### config.mk
export PLATFORM = sky130hd
export DESIGN_NAME = reg_file
export DESIGN_NICKNAME = d
export VERILOG_FILES = /design/src/rtl/reg_file.sv
export SDC_FILE = /design/constraint.sdc
export NUM_CORES = 1
export LEC_CHECK = 0
export ABC_AREA = 1
export CORE_ASPECT_RATIO = 0.8
export CORE_MARGIN = 2
export CORE_UTILIZATION = 58
export DETAILED_ROUTE_END_ITERATION = 10
export MAX_ROUTING_LAYER = met4
export PLACE_DENSITY = 0.79
export SLEW_MARGIN = 25
export SYNTH_ARGS = -nofsm -noshare
export SYNTH_HDL_FRONTEND = slang
export SYNTH_SLANG_ARGS = --single-unit
export TNS_END_PERCENT = 50
### constraint.sdc
create_clock -name clk -period 1.43 [get_ports clk]
set_input_delay 0.286 -clock clk [delete_from_list [all_inputs] [get_ports clk]]
set_output_delay 0.286 -clock clk [all_outputs]
set_load 0.005 [all_outputs]
### src/rtl/reg_file.sv
// reg_file: single-write, single-read register array backing the LIFO stack.
// The write port is clocked and the read port is purely combinational.
// Addresses at or beyond HEIGHT are treated as "no entry": writes to them
// are ignored and reads from them return zero.
module reg_file #(
    parameter int WIDTH      = 8,
    parameter int HEIGHT     = 9,
    parameter int ADDR_WIDTH = 4
) (
    input  logic                  clk,
    input  logic                  rst_n,
    input  logic [ADDR_WIDTH-1:0] raddr,
    output logic [WIDTH-1:0]      rdata,
    input  logic [ADDR_WIDTH-1:0] waddr,
    input  logic [WIDTH-1:0]      wdata,
    input  logic                  we
);

    // Highest legal address, sized to the address bus so range checks are
    // plain same-width compares.
    localparam logic [ADDR_WIDTH-1:0] LAST_ADDR = ADDR_WIDTH'(HEIGHT - 1);

    logic [WIDTH-1:0] mem [HEIGHT];
    logic             wr_in_range;
    logic             rd_in_range;

    assign wr_in_range = (waddr <= LAST_ADDR);
    assign rd_in_range = (raddr <= LAST_ADDR);

    // Clear every entry on reset; otherwise write one in-range entry when enabled.
    always_ff @(posedge clk or negedge rst_n) begin
        if (!rst_n) begin
            for (int i = 0; i < HEIGHT; i++) begin
                mem[i] <= '0;
            end
        end else if (we && wr_in_range) begin
            mem[waddr] <= wdata;
        end
    end

    // Zero-latency read; out-of-range addresses (e.g. the empty-stack top) read as zero.
    always_comb begin
        rdata = '0;
        if (rd_in_range) begin
            rdata = mem[raddr];
        end
    end

endmodule

Word-level counts from Yosys, hierarchy flattened
Index checks and enable logic that the tools add are counted.
{"block": "classes", "magnitude_cmp": 5, "muxes": 7, "bitwise_logic": 2, "n_reduce_logical": 2}
{"op": "$bwmux 72", "n": 1}
{"op": "$bmux 8 s4", "n": 1}
{"op": "$demux 8 s4", "n": 1}
{"op": "$mux 8", "n": 4}
{"op": "$ge 5x5->1 const B", "n": 2}
{"op": "$not 4->5", "n": 2}
{"op": "$le 4x4->1 const B", "n": 2}
{"op": "$lt 5x1->1 const B", "n": 1}
{"op": "$logic_and 1x1->1", "n": 2}
{"block": "word_totals", "regBits": 72}

Logic depth before layout (Yosys ltp)
Gate-level depths: netlist (run 1).
{"block": "depth", "depth_word": 6, "depth_mapped": 9, "ltp_nobuf": 7}

Worst setup path before layout (run 1)
Ideal clock, no wire load.
{"block": "synth_timing", "path_type": "input-to-output", "from": "input port raddr[0]", "to": "output port rdata[5]", "arrival_ns": 1.087, "required_time_ns": 1.144, "slack_ns": 0.057, "stages": 7, "path_buffers": 2, "path_cell_list": "buf_2 -> clkbuf_1 -> nand2_1 -> nand3_1 -> nand3_1 -> nand3_1 -> nand2_1"}
{"block": "synth_via", "elab_chain_cells": 5, "elab_cells_between_ends": 6}
{"item": "start, declared", "line": "12", "text": "input logic [ADDR_WIDTH-1:0] raddr,"}
{"item": "$not 4->5 (implied by the code)", "line": "45", "text": "rdata = mem[raddr];"}
{"item": "$bmux 8 s4", "line": "45"}
{"item": "$mux 8 (implied by the code) (2 in series)", "line": "45"}
{"item": "$mux 8 (*)", "line": "44", "text": "if (rd_in_range) begin"}
{"item": "end, declared", "line": "13", "text": "output logic [WIDTH-1:0] rdata,"}
Mark *: on every way between the ends. The rest lies on a longest branch, timed or not. The select of a mux whose other input is x is not followed.

Final worst setup path (run 1)
Same ends and word-level chain as after synthesis.

==> metrics.txt, run 1 <==
status=finished, violations left; violated checks=DRC, setup timing; top sig layer=met4; RSZ-0062 raised after global routing=yes; Die X=91.59 um; synth warn=0; actual slew at the worst max-slew pin=around 380 ps; element type at the critical path end=primary output; Unique masters post-synth=20; Core ar.=5912 sq um; global-route usage over all layers=between 30% and 40%; clk sinks=72; ant diodes=0; area grow syn2layout=35.18%; via count=between 3000 and 4000; Final Hold Vio Count=0; relative slew slack=around three quarters; post-DR wirelength/cell=~16 um; # setup viols final=8; Async SR Flop Fraction=between 90% and 100%; final worst path period share=111.9%; crit start category=input pin; CTS tree=done; Cell Area, Synth=approximately 3600 sq um; final WL=a little over 10000 um; Tightest Hold Check Type=input pin to asynchronous set/reset pin; fmax=~0.63 GHz; # fillers=343; Multi-input gate area=roughly 1500 sq um; internal reg-to-reg setup slack=roughly 400 ps; share of the core filled with cells=81.40%; Met1 Wirelength=approximately 4000 um; Syn Inst Count=roughly 460; Clock Tree Buf Depth=2; I/O pin count=27; R2R Path Start=mem[62]$_DFFE_PN0P_; CTS HTree Levels=3; Worst-path clk slew=70 ps; top flop regs=mem x72; register area=1802 sq um; Reg2Reg Depth=5; drt via density=between 5 and 6; final slew viol count=0; first-pass GRT wire length=approximately 16000 um; synthesized flop and latch total=around 70; site row count=25; vias in the first global route=approximately 3500; IO buf count=26; initial antenna violation count=0; peak supply drop=~0.83 mV; Setup CP Type=input pin to primary output; max cap viols=0; drt first pass iters=9; Net count, final=574; syn_area_per_cell=roughly 7.8 sq um; met3 wire length=roughly 750 um; dominant synthesized flop cell=dfrtp_1; clk_skew=0 ps; CP required=between 1000 and 1500 ps; Starting Density=roughly 60%; Crit Path Max Fanout=7; final setup margin=-169.7 ps; Top reg by flops=mem; HPWL Detailed=~6000 um; 1st-iter DRT viols=between 400 and 500; P per Cell Area=between 1000 and 1500 nW/um^2; proportion of layout cells with a drive suffix above 1=between 20 and 30%; CP arrival=approximately 1300 ps; grt ovf=0; worst setup path end=rdata[5]; Worst Hold Margin=roughly 500 ps; worst skew pair latency=about 350 ps; drt drc=1; min Tclk post-route=roughly 1600 ps; P_leak=around 2.5 nW; die area=6784 sq um; Setup crit start=raddr[0]; number of enable flip-flop cells after synthesis=0; r2r endpoint=mem[62]$_DFFE_PN0P_; clk root buf=clkbuf_8; CTS buffer count=9; Post-Syn Nets=around 480; largest net degree at the start of global routing=73; Placer Congestion=slightly above 0.9; met2 wire len=roughly 5100 um; post-synthesis sequential area ratio=just over 50%; Post-DRT Antenna Nets=0; Vert. Die Dim=approximately 74 um; max FFs per register=72
-- critical path, stage by stage --
cell       delay, ps
buf_6            100
inv_6             30
buf_6            110
bufbuf_16        260
nand2_1           60
nand2_1           50
nand2_1           70
nand3_1           60
nand3_1          100
nand2_1           60
buf_2            130
-- report_power, final --
group	internal (mW)	switching (mW)	leakage (nW)
logic	0.749	0.799	1.49
registers	2.47	0.219	0.896
clock network	0.897	0.733	0.103
-- what timing repair did --
| action | 4_1_cts | 5_1_grt |
|---|---|---|
| setup buffers | 20 | 8 |
| pin swaps | 29 | 6 |
| hold buffers | 1 | 0 |
| gates resized for setup | 79 | 16 |
| cloned | 2 | 0 |
| endpoints found under the setup margin | 8 | 15 |
| hold endpoints to repair | 72 | 0 |
-- through the flow --
stage               instances  setup TNS, ps  worst slack [ps]  instance area [sq um]  power, mW
CTS                       633         -949.2            -133.8                   4712      5.728
finish                    641          -1178            -169.7                   4812      5.871
floorplan                 459              0             57.26                   3560      3.374
global route              641          -1806            -256.7                   4812      6.193
global placement          594         -17540            -834.3                   4274      3.896
detailed placement        594         -21230            -846.9                   4274      3.964
-- synth_stat cells, types with 2 or more instances --
cell | count | area, sq um
buf_6 | 2 | 22.52
nand3_1 | 48 | 240.2
nand3_2 | 3 | 30.03
nand4_2 | 3 | 37.54
dfrtp_1 | 72 | 1802
o21ai_0 | 35 | 175.2
nand2_1 | 170 | 638.1
inv_1 | 62 | 232.7
clkbuf_1 | 4 | 15.01
buf_4 | 3 | 22.52
o21ai_2 | 4 | 35.03
o21ai_1 | 33 | 165.2
buf_2 | 11 | 55.05
nor2_2 | 3 | 18.77
-- layout by cell type (no fill, tap or decap), drive strengths merged --
cell type / count
buf: 90
bufbuf: 1
bufinv: 1
clkbuf: 13
clkdlybuf4s50: 13
clkinv: 3
clkinvlp: 1
dfrtp: 72
dlygate4sd3: 1
inv: 61
nand2: 171
nand3: 51
nand4: 3
nor2: 4
nor3: 1
nor3b: 1
nor4: 1
o21ai: 72
-- cell families (layout without fill, tap and decap cells) --
logic type / Yosys count / count (layout) / synth area share [%]
buffers and inverters: 83 / 184 / 9.876
AND/OR/NAND/NOR: 232 / 232 / 28.96
AO/OA/AOI/OAI: 72 / 72 / 10.54
flip-flops: 72 / 72 / 50.62
-- layer usage --
metal,global-route usage (%),vias up
li1,-,1638
met1,36.50,1657
met2,56.21,203
met3,7.295,43
met4,14.14,0
met5,-,-
-- worst min path at each step --
stage / from / to / depth (start not counted)
after floorplan: rst_n / mem[0]$_DFFE_PN0P_ / 0
after global placement: rst_n / mem[21]$_DFFE_PN0P_ / 2
after detailed placement: rst_n / mem[14]$_DFFE_PN0P_ / 2
after CTS: mem[46]$_DFFE_PN0P_ / mem[46]$_DFFE_PN0P_ / 2
after global routing: mem[46]$_DFFE_PN0P_ / mem[46]$_DFFE_PN0P_ / 2
final: rst_n / mem[14]$_DFFE_PN0P_ / 3
-- cell type report --
cell class	count	area share, %
Clock inverter	3	0.8320
Inverter	63	5.200
Tap cell	81	2.106
Clock buffer	13	3.302
Multi-Input combinational cell	304	30.89
Sequential cell	72	37.44
Timing Repair Buffer	105	20.23
(Power assumes the default switching activity.)
==> inputs of run 2 (changes only) <==
--- a/config.mk
+++ b/config.mk
@@ -10,6 +10,7 @@
 export CORE_MARGIN = 2
 export CORE_UTILIZATION = 58
 export DETAILED_ROUTE_END_ITERATION = 10
+export GPL_ROUTABILITY_DRIVEN = 0
 export MAX_ROUTING_LAYER = met4
 export PLACE_DENSITY = 0.79
 export SLEW_MARGIN = 25
==> run 2 against run 1 <==
Net effect:
- the flow finishes with violations (setup timing)
- clock power shrank 7%
- first-iteration DRC count shrank 14%
- routed wire length rose by 6.7%
- critical endpoint is now rdata[7]
- critical path depth is 4 lower
- hold slack worse by 72 ps
- largest power group unchanged
==> metrics.txt, run 2 (synthesis results as in run 1) <==
grt ovf=0 (unchanged); Final Hold Vio Count=0 (unchanged); Top reg by flops=mem; P per Cell Area=1208 nW/um^2 (-0.96%); Die X=91.59 um (unchanged); Crit Path Max Fanout=2 (-5); final setup margin=-215.9 ps (-46.28 ps); max cap viols=0 (unchanged); CP arrival=1360 ps (+50 ps); final WL=10820 um (+6.7%); CTS tree=done; Core ar.=5912 sq um (unchanged); post-route insts no fill=632 (-1.4%); clk sinks=72 (unchanged); Worst-path clk slew=80 ps (about the same); Reg2Reg Depth=4 (-1); Starting Density=60.21% (unchanged); most frequent cells in the layout=nand2_1 (165), dfrtp_1 (72), buf_4 (52); crit start category=register; drt via density=5.761 (+4.3%); largest net degree at the start of global routing=23 (-68%); pre-CTS setup slack=-855.8 ps (-8.973 ps); via count=3641 (+2.8%); ant diodes=0 (unchanged); Net count, final=565 (-1.6%); vias in the first global route=3325 (-4.8%); final slew viol count=0 (unchanged); CTS HTree Levels=3 (unchanged); element type at the critical path end=primary output; max FFs per register=72 (unchanged); site row count=25 (unchanged); # setup viols final=8 (unchanged); initial antenna violation count=0 (unchanged); die area=6784 sq um (unchanged); violated checks=setup timing; internal reg-to-reg setup slack=550 ps (+150 ps); Post-DRT Antenna Nets=0 (unchanged); 1st-iter DRT viols=391 (-14%); drt drc=0 (-1); worst skew pair latency=360 ps (about the same); I/O pin count=27 (unchanged); RSZ-0062 raised after global routing=yes; Vert. Die Dim=74.07 um (unchanged); most common cell after layout, fill and taps aside=nand2_1; peak supply drop=0.6629 mV (-20%); min Tclk post-route=1646 ps (+46.28 ps); drt first pass iters=7 (-2); CTS buffer count=9 (unchanged); clk_skew=0 ps (unchanged); Setup CP Type=register to primary output; final worst path period share=115.1% (+3.2 points); Tightest Hold Check Type=input pin to asynchronous set/reset pin; first-pass GRT wire length=15950 um (-2.1%); IO buf count=26 (unchanged); clk root buf=clkbuf_8; relative slew slack=68.07% (-6.5 points); post-DR wirelength/cell=17.12 um (+8.2%); area grow syn2layout=34.87%; Clock Tree Buf Depth=2 (unchanged); global-route usage over all layers=31.89% (-0.44 points); CP required=1140 ps (about the same); status=finished, violations left; proportion of layout cells with a drive suffix above 1=28.86% (+0.82 points); r2r endpoint=mem[44]$_DFFE_PN0P_; R2R Path Start=mem[44]$_DFFE_PN0P_; top flop regs=mem x72; HPWL Detailed=6241 um (+4.3%); actual slew at the worst max-slew pin=478.9 ps (+97.03 ps); Placed Cells incl. Taps=593 (-0.17%); fmax=0.6076 GHz (-2.8%); P_leak=2.457 nW (-1.2%)
-- run 2: cell count changes in the layout (fill, tap and decap cells not counted), moves of 3 or more --
cell | before | now
nand3_2 | 18 | 22
nand2_1 | 170 | 165
nand3_1 | 33 | 29
buf_4 | 62 | 52
buf_12 | 9 | 12
nand2_2 | 0 | 5
buf_6 | 6 | 3
-- run 2: final cells by class --
class,instances,area (sq um)
clock inverters,3,15.01
flip-flops and latches,72,1802
multi-input cells,304,1519
fillers,330,1111
inverters,63,250.2
well taps,81,101.3
repair buffers,96,944.7
clock buffers,13,168.9
-- run 2: through the flow --
step           hold slack, ps  utilization, %  TNS, ps  area [sq um]  power, mW
2_1_floorplan          -9.591               -        0          3560      3.374
3_3_place_gp            257.3           72.59   -17260          4292      3.889
3_5_place_dp            253.8           72.59   -20910          4292      3.960
4_1_cts                 429.4           78.39   -966.8          4634      5.578
5_1_grt                 479.7           81.21    -1909          4801      6.070
6_report                416.4           81.21    -1426          4801      5.801
-- run 2: per-layer routing --
layer / global-route usage (%) / wire length [um] / vias to the layer above
met5: - / 0 / -
met4: 9.596 / 531 / 0
met3: 7.497 / 1030 / 70
met2: 55.31 / 5259 / 259
met1: 37.68 / 3999 / 1695
li1: - / - / 1617
-- run 2: worst max-delay path, cell delays in order, from the launching register on --
cell	delay, ps
dfrtp_1	380
inv_1	70
nand2_1	70
nand3_1	120
nand3_1	110
nand3_2	80
nand2_1	50
buf_2	120
-- run 2: report_power, final --
group / internal, mW / switching [mW]
clock: 0.764 / 0.751
combinational: 0.734 / 0.850
sequential: 2.47 / 0.229
total: 3.97 / 1.83
-- run 2: worst max-delay path by stage --
stage	start	to	slack [ps]	depth (start not counted)
floorplan	raddr[0]	rdata[5]	60	7
global placement	raddr[1]	rdata[0]	-820	8
detailed placement	raddr[0]	rdata[4]	-860	9
CTS	mem[69]$_DFFE_PN0P_	rdata[5]	-140	7
global route	mem[47]$_DFFE_PN0P_	rdata[7]	-260	7
finish	mem[47]$_DFFE_PN0P_	rdata[7]	-220	7
-- run 2: what timing repair did --
item                                    in CTS  in global routing
hold buffers                                 1                  0
endpoints found under the setup margin       8                  9
endpoints found under the hold margin       13                  0
pin swaps                                   31                 12
buffers inserted                            13                  7
cloned                                       2                  1
resized for setup                           83                 21
==> inputs of run 3 (changes only) <==
--- a/config.mk
+++ b/config.mk
@@ -17,4 +17,4 @@
 export SYNTH_ARGS = -nofsm -noshare
 export SYNTH_HDL_FRONTEND = slang
 export SYNTH_SLANG_ARGS = --single-unit
-export TNS_END_PERCENT = 50
+export TNS_END_PERCENT = 10
==> run 3 against run 2 <==
Net effect:
- the run still ends with setup timing left
- cell count shrank 0.47%
- global-route usage shrank 0.26 points
- clock power is essentially flat
- non-clock buffer count shrank 3
- sequential share of layout area is essentially flat
- sequential cell count is the same
- design area shrank 0.10%
- routed wire length grew 0.90%
- die area is the same
- register-to-register slack lost 20 ps
- critical path type unchanged
- critical endpoint is now rdata[1]
- largest cell class unchanged
- largest power group unchanged
==> metrics.txt, run 3 (synthesis results as in run 1) <==
ant diodes=0 (unchanged); 1st-iter DRT viols=357 (-8.7%); final worst path period share=116.2% (+1.1 points); Starting Density=60.21% (unchanged); initial antenna violation count=0 (unchanged); CP cell instances=inv_1 > nand2_1 > nand3_1 > nand3_1 > nand3_1 > nand2_1 > buf_2; Net count, final=562 (-0.53%); drt via density=5.763 (about the same); min Tclk post-route=1661 ps (+15.34 ps); most common cell after layout, fill and taps aside=nand2_1; element type at the critical path end=primary output; CTS tree=done; grt ovf=0 (unchanged); via count=3625 (-0.44%); Die X=91.59 um (unchanged); clk root buf=clkbuf_8; Pwr Total=5.787 mW (-0.25%); clk_skew=0 ps (unchanged); drt first pass iters=5 (-2); vias in the first global route=3322 (-0.090%); post-DR wirelength/cell=17.36 um (+1.4%); IO buf count=26 (unchanged); met2 Resource Use GR=54.74% (-0.57 points); busiest grt layer=met2; final WL=10920 um (+0.90%); post-route insts no fill=629 (-0.47%); CTS HTree Levels=3 (unchanged); site row count=25 (unchanged); R2R Path Start=mem[44]$_DFFE_PN0P_; status=finished, violations left; final slew viol count=0 (unchanged); Vert. Die Dim=74.07 um (unchanged); top flop regs=mem x72; fmax=0.6019 GHz (-0.92%); CTS buffer count=9 (unchanged); Post-DRT Antenna Nets=0 (unchanged); area grow syn2layout=34.73%; Worst Hold Margin=417.0 ps (+0.6310 ps); proportion of layout cells with a drive suffix above 1=29.01% (+0.16 points); Setup CP Type=register to primary output; # fillers=328 (-0.61%); Post-DP Area=4292 sq um (unchanged); HPWL Detailed=6241 um (unchanged); share of the core filled with cells=81.12% (-0.085 points); fin area=4796 sq um (-0.10%); internal reg-to-reg setup slack=530 ps (-20 ps); CP required=1140 ps (about the same); Worst-path clk slew=80 ps (about the same); actual slew at the worst max-slew pin=466.1 ps (-12.77 ps); slowest stage delay, CP=390 ps (about the same); max FFs per register=72 (unchanged); most frequent cells in the layout=nand2_1 (164), dfrtp_1 (72), buf_4 (49); I/O pin count=27 (unchanged); CP arrival=1380 ps (+20 ps); most frequent CP cell=nand3_1; first-pass GRT wire length=15850 um (-0.65%); Placed Cells incl. Taps=593 (unchanged); P_leak=2.447 nW (-0.38%); RSZ-0062 raised after global routing=yes; largest net degree at the start of global routing=23 (unchanged); Crit Path Max Fanout=2 (unchanged); Final Hold Vio Count=0 (unchanged); Top reg by flops=mem; P per Cell Area=1207 nW/um^2 (-0.15%); violated checks=setup timing; max cap viols=0 (unchanged); drt drc=0 (unchanged); clk sinks=72 (unchanged); global-route usage over all layers=31.64% (-0.26 points); crit start category=register; # setup viols final=8 (unchanged); die area=6784 sq um (unchanged); r2r endpoint=mem[44]$_DFFE_PN0P_; Global Route met3 Usage=7.497% (unchanged); final setup margin=-231.3 ps (-15.34 ps); Tightest Hold Check Type=input pin to asynchronous set/reset pin; Worst path slowest cell=dfrtp_1; Core ar.=5912 sq um (unchanged); register area=1802 sq um (unchanged); peak supply drop=0.6484 mV (-2.2%); Reg2Reg Depth=4 (unchanged); met1 usage in global routing=37.28% (-0.40 points); critical path's top delay family=simple AND/OR/NAND/NOR gates; Multi-input gate area=1536 sq um (+1.2%); worst skew pair latency=350 ps (about the same); Buf+Inv Stages, Crit Path=2 (unchanged); Clock Tree Buf Depth=2 (unchanged); relative slew slack=68.92% (+0.85 points)
## run 3: cell types whose count changed in the layout (fill, tap and decap cells not counted)
| cell | before | now |
|---|---|---|
| buf_4 | 52 | 49 |
| nand3_1 | 29 | 26 |
| nand3_2 | 22 | 25 |
| inv_1 | 42 | 43 |
| inv_2 | 18 | 17 |
| nand2_1 | 165 | 164 |
| nand2_2 | 5 | 6 |
## run 3: how the worst max path moves through the flow
| stage | startpoint | end | cells after the start |
|---|---|---|---|
| after detailed placement | raddr[0] | rdata[4] | 9 |
| after global placement | raddr[1] | rdata[0] | 8 |
| after floorplan | raddr[0] | rdata[5] | 7 |
| after CTS | mem[69]$_DFFE_PN0P_ | rdata[5] | 7 |
| after global routing | mem[33]$_DFFE_PN0P_ | rdata[1] | 7 |
| final | mem[33]$_DFFE_PN0P_ | rdata[1] | 7 |
## run 3: layout make-up
class / count / share of cell area (%)
multi-input combinational: 304 / 32.04
sequential: 72 / 37.57
clock buffer: 13 / 3.522
tap: 81 / 2.113
clock inverter: 3 / 0.3131
inverter: 63 / 5.218
timing repair buffer: 93 / 19.23
## run 3: layer usage
layer	up-vias	part of all wire (%)
met4	0	4.1
met3	62	9.2
met1	1709	37
met2	242	50
met5	-	0
li1	1612	-
## run 3: what timing repair did
| item | 4_1_cts | 5_1_grt |
|---|---|---|
| setup buffers | 11 | 6 |
| pin swaps | 24 | 18 |
| hold endpoints to repair | 13 | 0 |
| cloned | 2 | 1 |
| setup endpoints to repair | 8 | 9 |
| hold buffers | 1 | 0 |
| gates resized for setup | 80 | 27 |
## run 3: through the flow
| stage | setup TNS (ps) | worst slack [ps] |
|---|---|---|
| final | -1383 | -231.3 |
| after global routing | -1940 | -277.6 |
| after global placement | -17260 | -824.7 |
| after detailed placement | -20910 | -855.8 |
| after CTS | -995.4 | -135.2 |
| after floorplan | 0 | 57.26 |
## run 3: power breakdown
part / internal (mW) / total, mW / switching, mW
Sequential: 2.47 / 2.70 / 0.225
Clock: 0.764 / 1.51 / 0.747
Combinational: 0.718 / 1.58 / 0.860
